==> config.mk <==
export PLATFORM = sky130hd
export DESIGN_NAME = traffic_light_monitor
export DESIGN_NICKNAME = d
export VERILOG_FILES = /design/src/rtl/traffic_light_pkg.sv /design/src/rtl/tl_phase_timer.sv /design/src/rtl/traffic_light_monitor.sv
export SDC_FILE = /design/constraint.sdc
export NUM_CORES = 1
export LEC_CHECK = 0
export ABC_AREA = 1
export BUFFER_PORTS_ARGS = -buffer_cell sky130_fd_sc_hd__clkbuf_2
export CAP_MARGIN = 20
export CORE_UTILIZATION = 55
export DETAILED_ROUTE_END_ITERATION = 8
export PLACE_DENSITY_LB_ADDON = 0.08
export SLEW_MARGIN = 20
export SYNTH_ARGS = -nofsm -noshare
export SYNTH_HDL_FRONTEND = slang
export SYNTH_SLANG_ARGS = --single-unit
==> constraint.sdc <==
create_clock -name clk -period 2.75 [get_ports clk]
set_input_delay 0.55 -clock clk [delete_from_list [all_inputs] [get_ports clk]]
set_output_delay 0.55 -clock clk [all_outputs]
set_load 0.01 [all_outputs]
==> src/rtl/traffic_light_pkg.sv <==
// Shared definitions for the traffic-light controller and its lamp monitor:
// phase encodings, monitor error codes, default phase durations and helpers.
package traffic_light_pkg;

    typedef enum logic [1:0] {
        PH_RED    = 2'd0,
        PH_YELLOW = 2'd1,
        PH_GREEN  = 2'd2,
        PH_NONE   = 2'd3
    } phase_e;

    typedef enum logic [2:0] {
        ERR_NONE   = 3'd0,
        ERR_ONEHOT = 3'd1,
        ERR_ORDER  = 3'd2,
        ERR_SHORT  = 3'd3,
        ERR_LONG   = 3'd4
    } err_code_e;

    typedef enum logic {
        ST_UNSYNC = 1'b0,
        ST_TRACK  = 1'b1
    } mon_state_e;

    localparam int DEF_RED_CYC    = 30;
    localparam int DEF_YELLOW_CYC = 5;
    localparam int DEF_GREEN_CYC  = 20;

    // Legal successor in the RED -> YELLOW -> GREEN -> RED rotation.
    function automatic phase_e next_phase(input phase_e ph);
        phase_e nxt;
        case (ph)
            PH_RED:    nxt = PH_YELLOW;
            PH_YELLOW: nxt = PH_GREEN;
            PH_GREEN:  nxt = PH_RED;
            default:   nxt = PH_NONE;
        endcase
        return nxt;
    endfunction

    // True when exactly one of the three lamps is lit.
    function automatic logic lamps_onehot(input logic red, input logic yellow, input logic green);
        logic [2:0] lamps;
        lamps = {red, yellow, green};
        return (lamps == 3'b100) || (lamps == 3'b010) || (lamps == 3'b001);
    endfunction

endpackage

==> src/rtl/tl_phase_timer.sv <==
// Phase duration counter for the lamp monitor. Counts consecutive samples of
// the current phase (saturating) and flags SHORT/LONG against the expected
// duration. A phase whose start was not observed (partial) is never judged.
module tl_phase_timer #(
    parameter int DUR_W = 8
) (
    input  logic             clk,
    input  logic             rstn,
    input  logic             start,          // new phase begins, duration becomes 1
    input  logic             start_partial,  // the phase being started had an unseen beginning
    input  logic             hold,           // same phase sampled again
    input  logic             clear,          // tracking lost, duration back to 0
    input  logic [DUR_W-1:0] exp_cyc,        // expected duration of the current phase
    output logic             short_flag,     // current phase ended too early
    output logic             long_flag       // this sample makes the phase one too long
);

    localparam logic [DUR_W-1:0] DUR_MAX = {DUR_W{1'b1}};
    localparam logic [DUR_W-1:0] DUR_ONE = {{(DUR_W-1){1'b0}}, 1'b1};

    logic [DUR_W-1:0] dur_r;
    logic             partial_r;
    logic [DUR_W-1:0] dur_inc_s;

    // Saturating increment and the duration compares.
    always_comb begin
        dur_inc_s = dur_r;
        if (dur_r == DUR_MAX) begin
            dur_inc_s = dur_r;
        end else begin
            dur_inc_s = dur_r + DUR_ONE;
        end
        short_flag = !partial_r && (dur_r < exp_cyc);
        // Incremented value equals exp+1 exactly when the current count equals
        // exp and is not saturated; a saturated counter never re-flags.
        long_flag  = hold && !partial_r && (dur_r == exp_cyc) && (dur_r != DUR_MAX);
    end

    // Duration counter and partial-phase flag.
    always_ff @(posedge clk) begin
        if (!rstn) begin
            dur_r     <= {DUR_W{1'b0}};
            partial_r <= 1'b0;
        end else if (clear) begin
            dur_r     <= {DUR_W{1'b0}};
            partial_r <= 1'b0;
        end else if (start) begin
            dur_r     <= DUR_ONE;
            partial_r <= start_partial;
        end else if (hold) begin
            dur_r     <= dur_inc_s;
            partial_r <= partial_r;
        end else begin
            dur_r     <= dur_r;
            partial_r <= partial_r;
        end
    end

endmodule

==> src/rtl/traffic_light_monitor.sv <==
// Passive checker on the red/yellow/green lamp outputs of the traffic-light
// controller. Decodes the phase, checks one-hot lamps, phase order and
// (optionally) phase durations, captures the first error and counts cycles.
// Define TL_MON_DURATION_CHECK_EN to compile in the SHORT/LONG duration checks.
module traffic_light_monitor
    import traffic_light_pkg::*;
#(
    parameter int RED_CYC    = DEF_RED_CYC,
    parameter int YELLOW_CYC = DEF_YELLOW_CYC,
    parameter int GREEN_CYC  = DEF_GREEN_CYC,
    parameter int DUR_W      = 8
) (
    input  logic        clk,
    input  logic        rstn,
    input  logic        i_red,
    input  logic        i_yellow,
    input  logic        i_green,
    input  logic        i_clr,
    output logic [1:0]  o_phase,
    output logic        o_err,
    output logic [2:0]  o_err_code,
    output logic        o_err_pulse,
    output logic        o_cycle_done,
    output logic [15:0] o_cycles
);

    // The duration counter must be able to reach the longest phase plus one.
    if ((RED_CYC >= (2 ** DUR_W) - 1) || (YELLOW_CYC >= (2 ** DUR_W) - 1) ||
        (GREEN_CYC >= (2 ** DUR_W) - 1)) begin : g_dur_w_check
        $error("traffic_light_monitor: DUR_W too narrow for the configured phase durations");
    end

    mon_state_e state_r, state_s;
    phase_e     phase_r, phase_s;
    phase_e     samp_s;
    logic       valid_s;
    err_code_e  err_s;
    logic       done_s;
    logic       short_s;
    logic       long_s;

    // Lamp decode: validity and the phase a valid sample represents.
    always_comb begin
        valid_s = lamps_onehot(i_red, i_yellow, i_green);
        if (i_red) begin
            samp_s = PH_RED;
        end else if (i_yellow) begin
            samp_s = PH_YELLOW;
        end else if (i_green) begin
            samp_s = PH_GREEN;
        end else begin
            samp_s = PH_NONE;
        end
    end

`ifdef TL_MON_DURATION_CHECK_EN
    logic [DUR_W-1:0] exp_s;
    logic             start_s;
    logic             start_partial_s;
    logic             hold_s;
    logic             clear_s;

    // Expected duration of the phase currently tracked, and timer controls.
    always_comb begin
        case (phase_r)
            PH_RED:    exp_s = DUR_W'(RED_CYC);
            PH_YELLOW: exp_s = DUR_W'(YELLOW_CYC);
            PH_GREEN:  exp_s = DUR_W'(GREEN_CYC);
            default:   exp_s = {DUR_W{1'b0}};
        endcase
        clear_s         = !valid_s;
        start_partial_s = valid_s && (state_r == ST_UNSYNC);
        start_s         = valid_s && ((state_r == ST_UNSYNC) || (samp_s != phase_r));
        hold_s          = valid_s && (state_r == ST_TRACK) && (samp_s == phase_r);
    end

    tl_phase_timer #(
        .DUR_W(DUR_W)
    ) u_phase_timer (
        .clk          (clk),
        .rstn         (rstn),
        .start        (start_s),
        .start_partial(start_partial_s),
        .hold         (hold_s),
        .clear        (clear_s),
        .exp_cyc      (exp_s),
        .short_flag   (short_s),
        .long_flag    (long_s)
    );
`else
    assign short_s = 1'b0;
    assign long_s  = 1'b0;
`endif

    // Next state, next phase and the single prioritised error of this sample.
    always_comb begin
        state_s = state_r;
        phase_s = phase_r;
        err_s   = ERR_NONE;
        done_s  = 1'b0;
        if (!valid_s) begin
            err_s   = ERR_ONEHOT;
            state_s = ST_UNSYNC;
            phase_s = PH_NONE;
        end else begin
            case (state_r)
                ST_UNSYNC: begin
                    state_s = ST_TRACK;
                    phase_s = samp_s;
                end
                ST_TRACK: begin
                    if (samp_s == phase_r) begin
                        if (long_s) begin
                            err_s = ERR_LONG;
                        end else begin
                            err_s = ERR_NONE;
                        end
                    end else begin
                        phase_s = samp_s;
                        if (samp_s != next_phase(phase_r)) begin
                            err_s = ERR_ORDER;
                        end else begin
                            if (short_s) begin
                                err_s = ERR_SHORT;
                            end else begin
                                err_s = ERR_NONE;
                            end
                            done_s = (phase_r == PH_GREEN);
                        end
                    end
                end
                default: begin
                    state_s = ST_UNSYNC;
                    phase_s = PH_NONE;
                end
            endcase
        end
    end

    // State, phase, error capture and cycle counting registers.
    always_ff @(posedge clk) begin
        if (!rstn) begin
            state_r      <= ST_UNSYNC;
            phase_r      <= PH_NONE;
            o_err        <= 1'b0;
            o_err_code   <= 3'd0;
            o_err_pulse  <= 1'b0;
            o_cycle_done <= 1'b0;
            o_cycles     <= 16'd0;
        end else begin
            state_r      <= state_s;
            phase_r      <= phase_s;
            o_err_pulse  <= (err_s != ERR_NONE);
            o_cycle_done <= done_s;
            if (done_s) begin
                o_cycles <= o_cycles + 16'd1;
            end else begin
                o_cycles <= o_cycles;
            end
            // First error wins; a clear in the same cycle lets the new one in.
            if ((err_s != ERR_NONE) && (!o_err || i_clr)) begin
                o_err      <= 1'b1;
                o_err_code <= err_s;
            end else if (i_clr) begin
                o_err      <= 1'b0;
                o_err_code <= 3'd0;
            end else begin
                o_err      <= o_err;
                o_err_code <= o_err_code;
            end
        end
    end

    assign o_phase = phase_r;

endmodule

==> results of run 1 <==
-- sequential cells by signal, indices dropped and copies added, names as in the netlist --
name          flops
o_cycle_done      1
o_cycles         16
o_err             1
o_err_code        2
o_err_pulse       1
o_phase           2
state_r           1
-- where the power goes --
part	switching [mW]	internal (mW)
registers	0.00490	0.355
clock network	0.112	0.148
logic	0.0470	0.0208
-- synthesized netlist by cell type (all sizes together) --
master,instances
nand3,30
nand3b,3
xnor2,2
conb,1
clkbuf,2
inv,21
ha,4
and3b,1
nand2,44
o21ai,1
nor2,13
a21oi,19
buf,5
nor3,8
dfxtp,24
xor2,12
nor3b,1
-- stage by stage --
stage | cell area (um2) | setup WS, ns | power (mW) | instances | util
6_report | 1610 | 0.963 | 0.687 | 247 | 0.648
2_1_floorplan | 1430 | 1.14 | 0.418 | 191 | -
4_1_cts | 1610 | 0.968 | 0.694 | 247 | 0.648
3_5_place_dp | 1550 | 0.744 | 0.435 | 243 | 0.627
5_1_grt | 1610 | 0.783 | 0.714 | 247 | 0.648
3_3_place_gp | 1550 | 0.817 | 0.432 | 243 | 0.627
-- cells by family (layout without fill, tap and decap cells) --
group | Yosys count | count (layout) | synth area share
DFF | 24 | 24 | 0.335
and+or+nand+nor | 100 | 100 | 0.348
xor gates and xnor gates | 14 | 14 | 0.0855
AOI/OAI and AO/OA | 20 | 20 | 0.0934
adders and majority gates | 4 | 4 | 0.0349
other | 1 | 1 | 0.00262
buffers and inverters | 28 | 54 | 0.100
-- per-layer routing --
metal / GRT usage / part of all wire / vias up
li1: - / - / 670
met1: 0.237 / 0.44 / 591
met2: 0.441 / 0.52 / 29
met3: 0.0259 / 0.026 / 5
met4: 0.101 / 0.017 / 0
met5: 0 / 0 / -
-- cell type report --
| cell class | instances | area [um2] |
|---|---|---|
| Sequential cell | 24 | 480 |
| Multi-Input combinational cell | 139 | 810 |
| Tap cell | 30 | 37.5 |
| Clock buffer | 3 | 22.5 |
| Timing Repair Buffer | 29 | 148 |
| Clock inverter | 1 | 30.0 |
| Inverter | 21 | 78.8 |
| Fill cell | 223 | 871 |
-- how the worst max path moves through the flow --
stage               startpoint            to
floorplan           o_phase[0]  o_cycles[13]
global placement      i_yellow   o_cycles[7]
detailed placement    i_yellow  o_cycles[12]
CTS                 o_phase[0]   o_cycles[9]
global route        o_phase[1]   o_cycles[2]
finish              o_phase[1]   o_cycles[9]
-- worst max-delay path: cells and delay by family (launching register included) --
family / cells / cell delay (ns)
AO/OA/AOI/OAI: 1 / 0.05
AND/OR/NAND/NOR: 6 / 0.57
buffers and inverters: 2 / 0.38
adder cells (fa/ha/maj): 1 / 0.20
flip-flops: 1 / 0.44
==> run_results.csv, run 1 <==
group,metric,value,unit
final_layout,n_antenna_cell,0,
power,power_density,428,mW/mm2
clocking,post_cts_buffers,0,
worst_setup_path,timing.rr.start,"o_phase[1]",
worst_setup_path,path_common_cell,"nand2_1",
timing,setup_viol,0,
die,die_y,53.1,um
grt,grt_pass1_vias,1172,
timing,drv_slew,0,
timing,tns,0,ns
timing,hold_violations,0,
grt,antenna_found_initial,0,
placement,portBuffers,28,
timing,fin_skew,0.00934,ns
clocking,clk_path_buf_depth,2,
routing,drtPass1Iterations,4,
timing,worstMarginPinSlew,0.835,ns
grt,grt_start_max_net_pins,23,
timing,fmax,560,MHz
power,p_leak,0.669,nW
grt,grt_first_pass_wirelength,4710,um
timing,rsz0062_at_grt,"no",
synth,yosysTopAreaCellShare,0.335,
synth,synthDistinctLibCells,25,
clocking,holdBufCountCts,0,
routing,routed_wl,2890,um
timing,period_needed,1.79,ns
clocking,clock-sinks,24,
placement,place.gp.congestion,0.969,
synth,ys_seq_area_frac,0.335,
die,ios,30,
worst_setup_path,max_stage_delay,0.44,ns
die,die_w,53.1,um
outcome,outcome,"finished clean",
final_layout,area_growth,12.0,%
worst_setup_path,ff2ff_path_depth,10,
synth,syn_area,0.00143,mm2
worst_hold_path,holdPathEnd,"o_cycles[14]",
synth,syn_nets,201,
final_layout,layout.nets,228,
final_layout,drive_gt1_frac,0.281,
worst_setup_path,arrival,1.97,ns
synth,synth.largest_area_cell,"dfxtp_1",
die,dieArea,0.00282,mm2
worst_setup_path,critical_path_class,"reg2reg",
worst_setup_path,crit_required,2.94,ns
worst_setup_path,r2r_slack,0.96,ns
run,drv_cap,0,
clocking,cts_tree,"yes",
worst_setup_path,cp_cell_sequence,"inv_1, ha_1, nor2_1, nand2_1, nand2_1, nand3_1, inv_2, nand2_8, nand2_2, a21oi_2",
worst_setup_path,r2r_end,"o_cycles[9]",
final_layout,final_common_cell,"nand2_1",
clocking,clk_pin_slew_worst_paths,0.13,ns
routing,drc,0,
worst_hold_path,worstHoldStart,"o_cycles[14]",
worst_setup_path,critPathCaptureType,"register",
worst_setup_path,path_max_fanout,17,
placement,dp_hpwl,2140,um
timing,whs,0.496,ns
final_layout,final_cell_mix,"nand2_1, nand3_1, clkbuf_2",
worst_setup_path,slowest_stage,"dfxtp_1",
worst_setup_path,start_kind,"register",
synth,synthCells,191,
clocking,cts.htree.levels,1,
clocking,clk_latency,0.32,ns
power,worst_ir_drop_vdd,0.335,mV
timing,min_period_over_period,0.650,
synth,synth.area.top_cells,"dfxtp_1, nand3_1, nand2_1, xor2_1, nand2_2",
synth,yosysWarnings,0,
die,coreArea,0.00248,mm2
grt,grt-ovfl-total,0,
clocking,cts_made_buffers,3,
clocking,cts-root-buf,"clkbuf_4",
routing,wl_per_cell,11.7,um
synth,avgSynthCellArea,7.51,um2
die,start_util,0.579,
clocking,post_cts_resized,0,
worst_hold_path,hp-class,"reg2reg",
routing,vias_per_cell,5.24,
grt,grt_use_total,0.226,
worst_hold_path,hold_depth,2,
synth,yosys_register_bits,24,
routing,first_iter_violations,29,
timing,slew_headroom,0.443,
die,rows,18,
routing,num_vias,1295,
routing,ant_nets,0,
(Power assumes the default switching activity.)
==> run 2: changes to the inputs <==
CORE_UTILIZATION = 54   (was 55)
clock period = 1.85 ns   (was 2.75 ns; I/O delays follow)
==> run_results.csv, run 2 (synthesis results as in run 1) <==
group,metric,value,unit
timing,fin_skew,0.00690,ns
outcome,outcome,"finished clean",
clocking,clk_path_buf_depth,2,
grt,grt_use_total,0.235,
timing,fmax,603,MHz
timing,period_needed,1.66,ns
final_layout,design_area,0.00162,mm2
grt,antenna_found_initial,0,
timing,tns,0,ns
final_layout,final_util,0.649,
worst_setup_path,path_common_cell,"nand2_1",
routing,drtPass1Iterations,4,
timing,hold_violations,0,
final_layout,largest_register,"o_cycles",
worst_setup_path,max_stage_delay,0.43,ns
clocking,cts_made_buffers,3,
power,finalPower,928,uW
worst_setup_path,critical_path_class,"reg2reg",
worst_hold_path,hp-class,"in2reg",
routing,ant_nets,0,
power,p_leak,0.675,nW
power,power_density,572,mW/mm2
clocking,clk_pin_slew_worst_paths,0.14,ns
clocking,cts_tree,"yes",
routing,first_iter_violations,16,
worst_setup_path,crit_required,2.07,ns
timing,whs,0.339,ns
final_layout,layout.nets,230,
grt,grt_start_max_net_pins,18,
die,dieArea,0.00287,mm2
grt,grt-ovfl-total,0,
worst_setup_path,arrival,1.88,ns
final_layout,final_common_cell,"nand2_1",
die,coreArea,0.00250,mm2
routing,num_vias,1315,
routing,routed_wl,2930,um
die,rows,18,
worst_setup_path,r2r_slack,0.19,ns
placement,portBuffers,28,
grt,grt_pass1_vias,1208,
final_layout,fin_cells,249,
routing,wl_per_cell,11.8,um
timing,drv_slew,0,
run,drv_cap,0,
die,die_w,53.5,um
routing,vias_per_cell,5.28,
placement,place.gp.congestion,0.978,
worst_setup_path,start_kind,"register",
worst_setup_path,cp_cell_sequence,"inv_1, ha_1, nor2_1, nand2_1, nand2_1, nand3_1, inv_4, nand2_8, nand2_1, a21oi_1",
routing,drc,0,
placement,dp_hpwl,2210,um
placement,dp.cells,245,
clocking,clk_latency,0.32,ns
clocking,holdBufCountCts,0,
final_layout,largest_reg_flops,16,
final_layout,area_growth,13.1,%
grt,grt_first_pass_wirelength,4910,um
worst_setup_path,slowest_stage,"dfxtp_1",
worst_setup_path,critPathCaptureType,"register",
clocking,clock-sinks,24,
timing,min_period_over_period,0.897,
die,die_y,53.5,um
clocking,cts-root-buf,"clkbuf_4",
final_layout,n_antenna_cell,0,
timing,setup_viol,0,
die,start_util,0.574,
clocking,post_cts_buffers,0,
placement,post-place-ws,0.132,ns
timing,rsz0062_at_grt,"no",
worst_setup_path,path_max_fanout,17,
placement,place_area,0.00158,mm2
die,ios,30,
final_layout,final_cell_mix,"nand2_1, nand3_1, clkbuf_2",
clocking,cts.htree.levels,1,
final_layout,drive_gt1_frac,0.292,
timing,fin_ws,0.190,ns
power,worst_ir_drop_vdd,0.393,mV
==> run 2: worst max-delay path: cells and delay by family, from the launching register on <==
family | cells | cell delay, ns
simple gates | 6 | 0.57
flops | 1 | 0.43
buf+inv | 2 | 0.29
fa+ha+maj | 1 | 0.20
compound gates | 1 | 0.06
==> run 2: layout make-up <==
cell class                 count  area [um2]
clock buffer                   4        36.3
fill                         216         878
sequential                    24         482
timing repair buffer          31         175
inverter                      21        81.3
tap                           30        37.5
multi-input combinational    139         810
==> run 2: what timing repair did <==
item	CTS	global route
endpoints found under the setup margin	0	16
endpoints found under the hold margin	0	0
resized for setup	0	3
==> run 2: worst paths after layout <==
kind / from / endpoint / depth (start not counted)
worst min-delay path: i_clr / o_err_code[1] / 4
worst max register to register: o_phase[1] / o_cycles[2] / 10
worst max-delay path: o_phase[1] / o_cycles[2] / 10
worst min register to register: o_err_code[1] / o_err_code[1] / 2
==> run 2: where the power goes <==
part	leakage, nW	internal, mW	switching (mW)
Clock	0.0210	0.120	0.167
Combinational	0.459	0.0334	0.0731
Sequential	0.194	0.528	0.00666
Total	0.675	0.681	0.247
==> run 2: routing by layer <==
metal,GRT usage,routed length [um]
met1,0.267,1310
met2,0.427,1520
met5,0,0
met3,0.0311,63
met4,0.114,44
==> run 3: changes to the inputs <==
ABC_AREA = default   (was 1)
CORE_MARGIN = 5   (was default)
CORE_UTILIZATION = 53   (was 54)
==> run_results.csv, run 3 <==
group,metric,value,unit
die,rows,18,
routing,dr.max_layer_used,"met4",
routing,vias_per_cell,5.85,
run,drv_cap,0,
worst_hold_path,holdPathEnd,"o_err_code[1]",
timing,period_needed,2.04,ns
worst_setup_path,crit_required,2.11,ns
synth,syn_nets,153,
power,p_leak,0.788,nW
worst_setup_path,path_max_fanout,8,
routing,num_vias,1293,
routing,ant_nets,0,
worst_setup_path,cp_cell_sequence,"inv_2, ha_4, and3b_2, o21ai_4, a211o_4, or4_1, a21oi_1",
power,worst_ir_drop_vdd,0.397,mV
grt,grt-ovfl-total,0,
synth,ys_seq_area_frac,0.363,
die,ios,30,
routing,wl_met2,1710,um
timing,fin_ws,-0.190,ns
grt,grt_use_total,0.204,
clocking,clk_path_buf_depth,2,
final_layout,final_util,0.750,
synth,synth.area.top_cells,"dfxtp_1, mux2i_1, a21oi_1, ha_1, xnor2_1",
worst_setup_path,ff2ff_path_depth,7,
synth,yosysTopAreaCellShare,0.363,
final_layout,fin_cells,221,
placement,post-place-ws,-0.226,ns
timing,min_period_over_period,1.10,
grt,grt_first_pass_wirelength,5510,um
final_layout,design_area,0.00182,mm2
grt,grt_pass1_vias,1210,
final_layout,n_antenna_cell,0,
worst_setup_path,critical_path_class,"reg2reg",
power,finalPower,1.06,mW
worst_hold_path,hold_depth,4,
synth,yosys_register_bits,24,
clocking,clock-sinks,24,
synth,synth.most_common_cell,"dfxtp_1",
timing,whs,0.349,ns
synth,syn_area,0.00133,mm2
worst_hold_path,hp-class,"in2reg",
power,power_density,581,mW/mm2
placement,portBuffers,28,
timing,hold_violations,0,
clocking,clk_pin_slew_worst_paths,0.14,ns
timing,drv_slew,0,
routing,met3_length,181,um
worst_setup_path,r2r_slack,-0.19,ns
worst_setup_path,max_stage_delay,0.40,ns
routing,routed_wl,3270,um
clocking,cts_tree,"yes",
synth,synth.largest_area_cell,"dfxtp_1",
grt,antenna_found_initial,0,
die,start_util,0.545,
final_layout,final_common_cell,"clkbuf_2",
worst_setup_path,critPathCaptureType,"register",
worst_setup_path,slowest_stage,"dfxtp_4",
final_layout,area_growth,37.7,%
synth,async_flop_share,0,
placement,place.gp.congestion,0.838,
synth,synth_edf_count,0,
die,dieArea,0.00360,mm2
worst_setup_path,path_delay_family,"simple AND/OR/NAND/NOR gates",
outcome,outcome,"finished with violations",
outcome,failed_checks,"setup timing",
timing,fmax,490,MHz
die,die_y,60,um
grt,grt_start_max_net_pins,15,
timing,rsz0062_at_grt,"yes",
clocking,cts-root-buf,"clkbuf_4",
worst_hold_path,worstHoldStart,"i_clr",
placement,dp_hpwl,2350,um
worst_setup_path,arrival,2.30,ns
timing,fin_skew,0.00279,ns
final_layout,largest_reg_flops,16,
worst_setup_path,start_kind,"register",
timing,setup_viol,21,
routing,wl_per_cell,14.8,um
routing,drc,0,
die,coreArea,0.00243,mm2
worst_setup_path,r2r_end,"o_cycles[5]",
routing,wl_met1,1330,um
synth,synthCells,143,
timing,tns,-2.03,ns
worst_setup_path,timing.rr.start,"o_phase[0]",
clocking,cts_made_buffers,3,
final_layout,layout.nets,202,
placement,place_area,0.00160,mm2
synth,yosys-top-cells-count,"dfxtp_1, a21oi_1, nand2_1",
synth,yosysWarnings,0,
final_layout,largest_register,"o_cycles",
synth,synthDistinctLibCells,47,
placement,dp.cells,211,
final_layout,final_cell_mix,"clkbuf_2, dfxtp_1, buf_4",
clocking,cts.htree.levels,1,
clocking,clk_latency,0.32,ns
die,die_w,60,um
routing,drtPass1Iterations,4,
worst_setup_path,path_buf_inv,1,
synth,avgSynthCellArea,9.27,um2
final_layout,drive_gt1_frac,0.440,
synth,synthFlopType,"dfxtp_1",
routing,first_iter_violations,78,
[run 3: cell count changes after synthesis, sizes merged, moves of 4 or more]
cell,delta
o31ai,+5
mux2i,+6
nor3,-5
nand4,+6
nor2,-8
inv,-14
nand2b,+5
a21oi,-9
xor2,-11
nand3,-23
nand2,-35
or4,+4
[run 3: report_power, final]
part           internal (mW)  switching [mW]
Clock                  0.165           0.167
Sequential             0.528          0.0105
Combinational         0.0895          0.0987
[run 3: final cells by class]
| type | instances | area (um2) |
|---|---|---|
| Inverter | 7 | 26.3 |
| Clock buffer | 4 | 47.5 |
| Timing Repair Buffer | 50 | 317 |
| Multi-Input combinational cell | 106 | 908 |
| Sequential cell | 24 | 488 |
| Tap cell | 30 | 37.5 |
| Fill cell | 184 | 608 |
[run 3: logic make-up after synthesis]
group / count (synthesis) / synth area share
AOI/OAI and AO/OA: 33 / 0.198
xor gates and xnor gates: 6 / 0.0397
adders and majority gates: 4 / 0.0378
buffers and inverters: 13 / 0.0519
DFF: 24 / 0.363
muxes: 6 / 0.0453
other: 1 / 0.00283
and+or+nand+nor: 56 / 0.262
[run 3: per-layer routing]
metal  vias to the layer above  global-route usage
met2                        45               0.355
met3                         8              0.0389
met4                         0              0.0981
li1                        623                   -
met1                       617               0.238
met5                         -                   0
[run 3: timing repair]
item / in CTS / in global routing
hold buffers: 0 / 0
setup endpoints to repair: 18 / 21
resized for setup: 13 / 12
setup buffers: 6 / 0
pin swaps: 14 / 10
gates cloned: 0 / 0
[run 3: worst max-delay path by stage]
| stage | from | to | slack (ns) | cells after the start |
|---|---|---|---|---|
| global route | o_phase[0] | o_cycles[7] | -0.26 | 7 |
| detailed placement | o_phase[1] | o_cycles[4] | -0.23 | 7 |
| finish | o_phase[0] | o_cycles[5] | -0.19 | 7 |
| CTS | o_phase[0] | o_cycles[4] | -0.17 | 7 |
| floorplan | o_phase[0] | o_cycles[4] | -0.16 | 7 |
| global placement | o_phase[0] | o_cycles[4] | -0.20 | 7 |
[run 3: tightest hold or removal path: stages]
cell,delay (ns)
clkbuf_2,0.08
inv_1,0.05
o2111ai_1,0.08
o21ai_1,0.06
